[config.mk]
export PLATFORM = sky130hd
export DESIGN_NAME = dsp48_a1
export DESIGN_NICKNAME = d
export VERILOG_FILES = /design/src/rtl/dsp48_a1_pkg.sv /design/src/rtl/dsp48_a1_reg_stage.sv /design/src/rtl/dsp48_a1.sv
export SDC_FILE = /design/constraint.sdc
export NUM_CORES = 2
export LEC_CHECK = 0
export ABC_CLOCK_PERIOD_IN_PS = 9050
export BUFFER_PORTS_ARGS = -buffer_cell sky130_fd_sc_hd__buf_2
export CORE_ASPECT_RATIO = 0.75
export CORE_MARGIN = 1.5
export CORE_UTILIZATION = 60
export DETAILED_ROUTE_END_ITERATION = 16
export GPL_ROUTABILITY_DRIVEN = 0
export PLACE_DENSITY = 0.82
export SYNTH_ARGS = -nofsm -noshare
export SYNTH_HDL_FRONTEND = slang
export SYNTH_SLANG_ARGS = --single-unit
[constraint.sdc]
create_clock -name CLK -period 9.05 [get_ports CLK]
set_input_delay 0.905 -clock CLK [delete_from_list [all_inputs] [get_ports CLK]]
set_output_delay 0.905 -clock CLK [all_outputs]
set_load 0.02 [all_outputs]
[src/rtl/dsp48_a1_pkg.sv]
// Shared constants for the DSP48A1 slice: datapath widths, OPMODE bit positions
// and the X/Z post-adder multiplexer select encodings.
package dsp48_a1_pkg;

    localparam int AW = 18;   // A/B/D operand width
    localparam int MW = 36;   // multiplier product width
    localparam int PW = 48;   // post-adder / P width

    // OPMODE bit positions
    localparam int OPM_X_LO    = 0;
    localparam int OPM_Z_LO    = 2;
    localparam int OPM_PRE_EN  = 4;
    localparam int OPM_CIN     = 5;
    localparam int OPM_PRE_SUB = 6;
    localparam int OPM_POST_SUB = 7;

    // X multiplexer selects
    localparam logic [1:0] XSEL_ZERO = 2'b00;
    localparam logic [1:0] XSEL_M    = 2'b01;
    localparam logic [1:0] XSEL_P    = 2'b10;
    localparam logic [1:0] XSEL_DAB  = 2'b11;

    // Z multiplexer selects
    localparam logic [1:0] ZSEL_ZERO = 2'b00;
    localparam logic [1:0] ZSEL_PCIN = 2'b01;
    localparam logic [1:0] ZSEL_P    = 2'b10;
    localparam logic [1:0] ZSEL_C    = 2'b11;

endpackage

[src/rtl/dsp48_a1_reg_stage.sv]
// Register-or-bypass pipeline stage with clock enable and synchronous
// active-low reset. REG=0 turns the stage into a plain wire.
module dsp_reg_stage #(
    parameter int WIDTH = 18,
    parameter int REG   = 1
) (
    input  logic             clk,
    input  logic             rst_n,
    input  logic             ce,
    input  logic [WIDTH-1:0] d,
    output logic [WIDTH-1:0] q
);

    generate
        if (REG == 1) begin : g_reg
            logic [WIDTH-1:0] r;
            // reset wins over enable; enable gates the load
            always_ff @(posedge clk) begin
                if (!rst_n)  r <= '0;
                else if (ce) r <= d;
            end
            assign q = r;
        end else begin : g_byp
            // control pins are meaningless when the stage is bypassed
            logic unused_ctrl;
            assign unused_ctrl = clk ^ rst_n ^ ce;
            assign q = d;
        end
    endgenerate

endmodule

[src/rtl/dsp48_a1.sv]
// DSP48A1-style slice: optional pre-adder, 18x18 unsigned multiplier and
// 48-bit post-adder/subtracter with configurable pipeline registers.
module dsp48_a1
    import dsp48_a1_pkg::*;
#(
    parameter int    A0REG       = 0,
    parameter int    A1REG       = 1,
    parameter int    B0REG       = 0,
    parameter int    B1REG       = 1,
    parameter int    CREG        = 1,
    parameter int    DREG        = 1,
    parameter int    MREG        = 1,
    parameter int    PREG        = 1,
    parameter int    CARRYINREG  = 1,
    parameter int    CARRYOUTREG = 1,
    parameter int    OPMODEREG   = 1,
    parameter string CARRYINSEL  = "OPMODE5",
    parameter string B_INPUT     = "DIRECT"
) (
    input  logic          CLK,
    input  logic          RSTA,
    input  logic          RSTB,
    input  logic          RSTC,
    input  logic          RSTD,
    input  logic          RSTM,
    input  logic          RSTP,
    input  logic          RSTCARRYIN,
    input  logic          RSTOPMODE,
    input  logic [17:0]   A,
    input  logic [17:0]   B,
    input  logic [17:0]   D,
    input  logic [47:0]   C,
    input  logic [17:0]   BCIN,
    input  logic [47:0]   PCIN,
    input  logic          CARRYIN,
    input  logic [7:0]    OPMODE,
    input  logic          CEA,
    input  logic          CEB,
    input  logic          CEC,
    input  logic          CED,
    input  logic          CEM,
    input  logic          CEP,
    input  logic          CECARRYIN,
    input  logic          CEOPMODE,
    output logic [35:0]   M,
    output logic [47:0]   P,
    output logic [47:0]   PCOUT,
    output logic [17:0]   BCOUT,
    output logic          CARRYOUT,
    output logic          CARRYOUTF
);

    // anything other than the alternate string falls back to the default source
    localparam bit CIN_EXT = (CARRYINSEL == "CARRYIN");
    localparam bit B_CASC  = (B_INPUT == "CASCADE");

    logic [7:0]    opm;
    logic [AW-1:0] d_r, a0, a1, b0, b1, b0_in, b1_in, preadd;
    logic [PW-1:0] c_r, x_mux, z_mux, p_r;
    logic [MW-1:0] mult, m_r;
    logic          cyi_in, cyi, cyo;
    logic [PW:0]   post;

    dsp_reg_stage #(.WIDTH(8),  .REG(OPMODEREG)) u_opm (.clk(CLK), .rst_n(RSTOPMODE), .ce(CEOPMODE), .d(OPMODE), .q(opm));
    dsp_reg_stage #(.WIDTH(AW), .REG(DREG))      u_d   (.clk(CLK), .rst_n(RSTD), .ce(CED), .d(D), .q(d_r));
    dsp_reg_stage #(.WIDTH(PW), .REG(CREG))      u_c   (.clk(CLK), .rst_n(RSTC), .ce(CEC), .d(C), .q(c_r));
    dsp_reg_stage #(.WIDTH(AW), .REG(A0REG))     u_a0  (.clk(CLK), .rst_n(RSTA), .ce(CEA), .d(A), .q(a0));
    dsp_reg_stage #(.WIDTH(AW), .REG(A1REG))     u_a1  (.clk(CLK), .rst_n(RSTA), .ce(CEA), .d(a0), .q(a1));

    assign b0_in  = B_CASC ? BCIN : B;
    dsp_reg_stage #(.WIDTH(AW), .REG(B0REG))     u_b0  (.clk(CLK), .rst_n(RSTB), .ce(CEB), .d(b0_in), .q(b0));

    // pre-adder wraps at 18 bits
    assign preadd = opm[OPM_PRE_SUB] ? (d_r - b0) : (d_r + b0);
    assign b1_in  = opm[OPM_PRE_EN] ? preadd : b0;
    dsp_reg_stage #(.WIDTH(AW), .REG(B1REG))     u_b1  (.clk(CLK), .rst_n(RSTB), .ce(CEB), .d(b1_in), .q(b1));

    assign mult = {{(MW-AW){1'b0}}, b1} * {{(MW-AW){1'b0}}, a1};
    dsp_reg_stage #(.WIDTH(MW), .REG(MREG))      u_m   (.clk(CLK), .rst_n(RSTM), .ce(CEM), .d(mult), .q(m_r));

    assign cyi_in = CIN_EXT ? CARRYIN : opm[OPM_CIN];
    dsp_reg_stage #(.WIDTH(1),  .REG(CARRYINREG)) u_cyi (.clk(CLK), .rst_n(RSTCARRYIN), .ce(CECARRYIN), .d(cyi_in), .q(cyi));

    // X operand select
    always_comb begin
        x_mux = '0;
        case (opm[OPM_X_LO +: 2])
            XSEL_ZERO: x_mux = '0;
            XSEL_M:    x_mux = {{(PW-MW){1'b0}}, m_r};
            XSEL_P:    x_mux = p_r;
            XSEL_DAB:  x_mux = {d_r[11:0], a1, b1};
            default:   x_mux = '0;
        endcase
    end

    // Z operand select
    always_comb begin
        z_mux = '0;
        case (opm[OPM_Z_LO +: 2])
            ZSEL_ZERO: z_mux = '0;
            ZSEL_PCIN: z_mux = PCIN;
            ZSEL_P:    z_mux = p_r;
            ZSEL_C:    z_mux = c_r;
            default:   z_mux = '0;
        endcase
    end

    // 49-bit post-adder; in subtract mode bit 48 is the borrow
    assign post = opm[OPM_POST_SUB]
                ? ({1'b0, z_mux} - ({1'b0, x_mux} + {{PW{1'b0}}, cyi}))
                : ({1'b0, z_mux} + {1'b0, x_mux} + {{PW{1'b0}}, cyi});

    dsp_reg_stage #(.WIDTH(PW), .REG(PREG))        u_p   (.clk(CLK), .rst_n(RSTP), .ce(CEP), .d(post[PW-1:0]), .q(p_r));
    dsp_reg_stage #(.WIDTH(1),  .REG(CARRYOUTREG)) u_cyo (.clk(CLK), .rst_n(RSTCARRYIN), .ce(CECARRYIN), .d(post[PW]), .q(cyo));

    assign M         = m_r;
    assign P         = p_r;
    assign PCOUT     = p_r;
    assign BCOUT     = b1;
    assign CARRYOUT  = cyo;
    assign CARRYOUTF = cyo;

endmodule

# ---- Yosys cells after proc, flatten, opt, wreduce, memory -nomap -nowiden
# Index checks and enable logic that the tools add are counted.
dict set report word_totals {
  register_bits 196
  inputBits 194
  output_inout_bits 152
  elab_cells 29
}
dict set report op_classes {
  addsub 6
  mul 1
  eq_ne 6
  mux 5
  reduce_logical 2
}
# cell count
set ops {}
lappend ops {{48-bit case mux with 4 select lines} 2}
lappend ops {{48-bit by 1-bit adder with 49-bit output} 1}
lappend ops {{48-bit by 48-bit adder with 49-bit output} 1}
lappend ops {{49-bit by 1-bit adder with 49-bit output} 1}
lappend ops {{49-bit 2-to-1 mux} 1}
lappend ops {{48-bit by 49-bit subtractor with 49-bit output} 1}
lappend ops {{18-bit by 18-bit multiplier with 36-bit output} 1}
lappend ops {{18-bit 2-to-1 mux} 2}
lappend ops {{18-bit adder} 1}
lappend ops {{18-bit subtractor} 1}
lappend ops {{2-bit equality test, second input constant} 4}
lappend ops {{2-bit by 1-bit equality test with 1-bit output, second input constant} 2}
lappend ops {{2-bit logical NOT} 2}

# ---- Depth between registers and ports, before layout
dict set report logic_depth {
  word_depth 5
  mapped_depth 26
  ltp_nobuf 25
}

# ---- Modules after synthesis
# A second synthesis with hierarchy kept.
dict set report unflattened {
  hier_cells 3317
  area_unflattened_um2 28527.4
}
# module n_inst cells_each area_per_inst_um2 seq_area_each_um2
set modules_own_cells {}
lappend modules_own_cells {dsp48_a1 1 2654 20738.6 0.0}
lappend modules_own_cells {{dsp_reg_stage (u_c ...)} 2 155 1845.5 960.9}
lappend modules_own_cells {{dsp_reg_stage (u_a1 ...)} 3 57 688.2 360.3}
lappend modules_own_cells {{dsp_reg_stage (u_m)} 1 115 1388.8 720.7}
lappend modules_own_cells {{dsp_reg_stage (u_opm)} 1 25 301.5 160.2}
lappend modules_own_cells {{dsp_reg_stage (u_a0 ...)} 2 18 135.1 0.0}
lappend modules_own_cells {{dsp_reg_stage (u_cyi ...)} 2 3 36.3 20.0}

# ---- Worst setup path after synthesis
# OpenSTA, ideal clock, no wires.
dict set report synth_path {
  path_kind {register to register}
  from {register u_b1.g_reg.r[12], in the netlist u_b1.q[12]}
  to {register u_m.g_reg.r[32], in the netlist u_m.q[32]}
  setup_ns 0.121
  arrival_ns 6.503
  required_time_ns 8.929
  slack_ns 2.425
  path_stages_with_launch 25
  n_path_buf 2
  period_less_slack_ns 6.625
  cell_sequence {dfxtp_1 -> clkbuf_1 -> clkbuf_1 -> nand2_1 -> fa_1 -> fa_1 -> inv_1 -> fa_1 -> fa_1 -> fa_1 -> inv_1 -> fa_1 -> inv_1 -> ha_1 -> a21o_1 -> a21o_1 -> a22o_1 -> or4_1 -> a31oi_1 -> o31ai_1 -> a221o_1 -> a21o_1 -> a21oi_1 -> xor2_1 -> o21ai_1}
}
dict set report synth_between {
  elab_chain_len 1
}
# item line_no
set synth_rtl {}
lappend synth_rtl {{start: declaration} dsp48_a1_reg_stage.sv:16} ;# logic [WIDTH-1:0] r;
lappend synth_rtl {{start signal: assignment} dsp48_a1_reg_stage.sv:19} ;# if (!rst_n) r <= '0;
lappend synth_rtl {{start signal: assignment} dsp48_a1_reg_stage.sv:20} ;# else if (ce) r <= d;
lappend synth_rtl {{18-bit by 18-bit multiplier with 36-bit output} dsp48_a1.sv:78} ;# assign mult = {{(MW-AW){1'b0}}, b1} * {{(MW-AW){1'b0}}, a1};
lappend synth_rtl {{end signal: assignment} dsp48_a1_reg_stage.sv:19}
lappend synth_rtl {{end signal: assignment} dsp48_a1_reg_stage.sv:20}
lappend synth_rtl {{end: declaration} dsp48_a1_reg_stage.sv:16}
# No other way between the ends.
# A chain may end at the register's enable or synchronous reset.

# ---- Final worst setup path
dict set report layout_path {
  from {register u_b1.g_reg.r[7], in the netlist u_b1.q[7]}
  to {register u_m.g_reg.r[32], in the netlist u_m.q[32]}
}
# The elaborated chain is that of the path after synthesis.

==> impl_metrics.env <==
export IMPL_vias=24535
export IMPL_path_depth=23
export IMPL_grt_overflow=0
export IMPL_p_int_uw=2108
export IMPL_syn_area_per_cell_um2=8.324
export IMPL_finClkSkew_ns=0.01861
export IMPL_hold_viol=0
export IMPL_tns_ns=0
export IMPL_ctsHoldBuffers=0
export IMPL_max_slew_margin=0.1799
export IMPL_timing_final_crit_share=0.7930
export IMPL_fmax_mhz=139.3
export IMPL_required_ns=9.43
export IMPL_wl_um=82940
export IMPL_reg2reg_depth=23
export IMPL_drt_initial_drc_count=2450
export IMPL_critPathLaunchType="flip-flop"
export IMPL_num_nets_final=4190
export IMPL_critPathKind="flip-flop to flip-flop"
export IMPL_synth_distinct_cells=83
export IMPL_slowest_delay_ns=1.11
export IMPL_cts_tree="done"
export IMPL_min_path_cells=2
export IMPL_grt_pass1_vias=23750
export IMPL_crit_reg2reg_launch="u_b1.q[7]"
export IMPL_switching_share=0.4507
export IMPL_dpl_hpwl_um=63460
export IMPL_cellPowerDensity_nw_per_um2=128.3
export IMPL_grt_pass1_wl_um=130700
export IMPL_cp_max_fo=21
export IMPL_synthArstFlopShare=0
export IMPL_min_from="u_m.q[11]"
export IMPL_reg2reg_slack_ns=1.87
export IMPL_pin_count=346
export IMPL_worstReg2RegEnd="u_m.q[32]"
export IMPL_synthesis_nets=4061
export IMPL_drive_gt1_frac=0.1439
export IMPL_synth_edff_count=0
export IMPL_power_switching_uw=1730
export IMPL_crit_family="adder cells"
export IMPL_htreeDepth=4
export IMPL_combinationalPowerShare=0.492
export IMPL_clock_latency_ns=0.49
export IMPL_start_util=0.6061
export IMPL_seqPwrFrac=0.287
export IMPL_rsz0062_at_grt="false"
export IMPL_die_x_um=251.5
export IMPL_cp_common_cell="fa_1"
export IMPL_drt_wirelength_per_cell_um=20.34
export IMPL_drcViolationCount=0
export IMPL_hp_class="flip-flop to flip-flop"
export IMPL_synthCells=3339
export IMPL_area_growth_pct=7.562
export IMPL_ys_flop_type="dfxtp_1"
export IMPL_total_leakage_power_uw=0.01506
export IMPL_row_count=68
export IMPL_worstPathCellList="nand2_1, fa_1, inv_1, fa_1, inv_1, fa_1, inv_1, fa_1, fa_1, inv_1, fa_1, inv_1, ha_1, a21o_1, a21o_1, a221o_1, a31oi_4, o31ai_1, a221o_1, a21o_1, a21oi_1, xor2_1, o21ai_1"
export IMPL_via_per_inst=6.016
export IMPL_drtAntennaViolNets=0
export IMPL_maxCapViolations=0
export IMPL_drv_slew=0
export IMPL_die_area_um2=47640
export IMPL_cts_sinks=196
export IMPL_path_buf_inv=5
export IMPL_cp_data_arrival_time_ns=7.56
export IMPL_die_h_um=189.4
export IMPL_ys_seq_area_frac=0.1412
export IMPL_track_usage=0.3500
export IMPL_numCtsBuffers=17
export IMPL_coreArea_um2=45860
export IMPL_cts_resized=0
export IMPL_yosys_register_bits=196
export IMPL_cts_buffer_depth=2
export IMPL_min_period_ns=7.176
export IMPL_dr_pass1_iters=6
export IMPL_end_kind="flip-flop"
export IMPL_p_clk_frac=0.220
export IMPL_crit_slowest_cell="dfxtp_1"
export IMPL_hold_end="u_m.q[11]"
export IMPL_setup_viol_count_final=0
export IMPL_synth_area_um2=27800
export IMPL_io_buffers=326
export IMPL_status="finished clean"
export IMPL_postCtsSetupBuffers=0
export IMPL_grt_max_degree=65
export IMPL_yosysWarnings=0
export IMPL_path_clk_slew_ns=0.09
export IMPL_cts_root_buffer_cell="clkbuf_16"
export IMPL_worstMarginPinSlew_ns=1.228
export IMPL_vdd_drop_max_mv=0.1581
export IMPL_power_uw=3837
export IMPL_antenna_found_initial=2
-- Yosys cell counts (84+ instances only) --
cell type	number	area (um^2)
clkbuf_1	166	623.1
dfxtp_1	196	3924
xnor2_1	94	823.3
fa_1	261	5225
ha_1	267	3341
nor2_1	151	566.8
mux2_2	84	945.9
o21ai_0	108	540.5
nand2_1	298	1119
mux2i_1	138	1381
inv_1	440	1652
and2_1	145	907.1
a21oi_1	191	955.9
nor2b_1	150	938.4
-- cell families after synthesis --
logic type	share of synthesized area
adder cells (fa/ha/maj)	0.3082
multiplexers	0.08413
buffers and inverters	0.09921
AND/OR/NAND/NOR	0.1618
AO/OA/AOI/OAI	0.1617
XOR/XNOR	0.04380
flip-flops	0.1412
-- power groups by stage --
stage               Clock (uW)  Sequential, uW  Combinational, uW
global placement             0            1110               1800
detailed placement           0            1110               1840
finish                     845            1100               1890
global route               874            1110               2080
CTS                        847            1090               1850
floorplan                    0            1060               1370
-- cell type report --
cell class | instances | area (um^2)
fill | 3773 | 15960
clock inverter | 13 | 163.9
inverter | 443 | 1663
sequential | 196 | 3930
multi-input combinational | 2458 | 21120
antenna | 2 | 5.005
clock buffer | 19 | 442.9
timing repair buffer | 352 | 1827
tap | 595 | 744.5
-- worst max path at each step --
stage / startpoint / end / slack (ns)
floorplan: u_b1.q[12] / u_m.q[32] / 2.43
global placement: u_b1.q[15] / u_m.q[32] / 2.08
detailed placement: u_b1.q[7] / u_m.q[32] / 2.05
CTS: u_b1.q[7] / u_m.q[32] / 1.99
global route: u_b1.q[15] / u_m.q[35] / 1.70
finish: u_b1.q[7] / u_m.q[32] / 1.87
-- state kept, by name, summed over array words and instances (netlist names) --
| name | flops |
|---|---|
| u_c.q | 48 |
| u_p.q | 48 |
| u_m.q | 36 |
| u_a1.q | 18 |
| u_b1.q | 18 |
| u_d.q | 18 |
| u_opm.q | 8 |
| u_cyi.q | 1 |
| u_cyo.q | 1 |
-- through the flow --
step                instance area, um^2  utilization  std cells  hold WS (ns)  setup WS, ns
floorplan                         27800            -       3339        0.4766         2.425
global placement                  29290       0.6386       4044        0.4854         2.083
detailed placement                29290       0.6386       4044        0.4923         2.050
CTS                               29890       0.6518       4076        0.5027         1.994
global route                      29890       0.6518       4076        0.5362         1.702
finish                            29900       0.6519       4078        0.5053         1.874
-- routing by layer --
layer	wire length, um	vias to the layer above	track usage	part of all wire
met5	0	-	0	0
li1	-	11288	-	-
met4	3294	0	0.1346	0.040
met2	35390	1429	0.5360	0.43
met1	34180	11601	0.4748	0.41
met3	10080	217	0.08840	0.12
-- tightest hold or removal path: stages (launching register included) --
cell and delay [ns]:
dfxtp_1 0.33, nand2_1 0.06, a21boi_0 0.07
-- cell usage in the layout (no fill, tap or decap), types with 7 or more instances in the layout --
cell type  netlist  layout
buf_4           49      26
inv_1          440     440
a211oi_1        24      24
a21o_1          61      61
buf_2            1     326
and2_1         145     145
a31oi_1         21      21
clkbuf_16        0      17
dfxtp_1        196     191
o21bai_1        24      24
a22oi_1         25      25
o211a_1         11      11
nor4_1           8       8
xnor2_1         94      94
nand3_1         44      44
ha_1           267     267
mux2i_1        138     138
a21oi_1        191     191
a22o_1          68      68
and3_1           7       7
nor3_1          25      25
nand4_1         20      20
fa_1           261     261
o31ai_1          7       7
o21ai_0        108     108
nor2b_1        150     149
a211o_1          9       9
nand2_1        298     298
or2_2           11      11
o21ai_1          9       9
o21a_1          24      24
xor2_1          45      45
nand2b_1        19      19
o211ai_1        13      13
mux2_2          84      84
nor2_1         151     151
No activity file was read; power rests on OpenSTA's default activity.
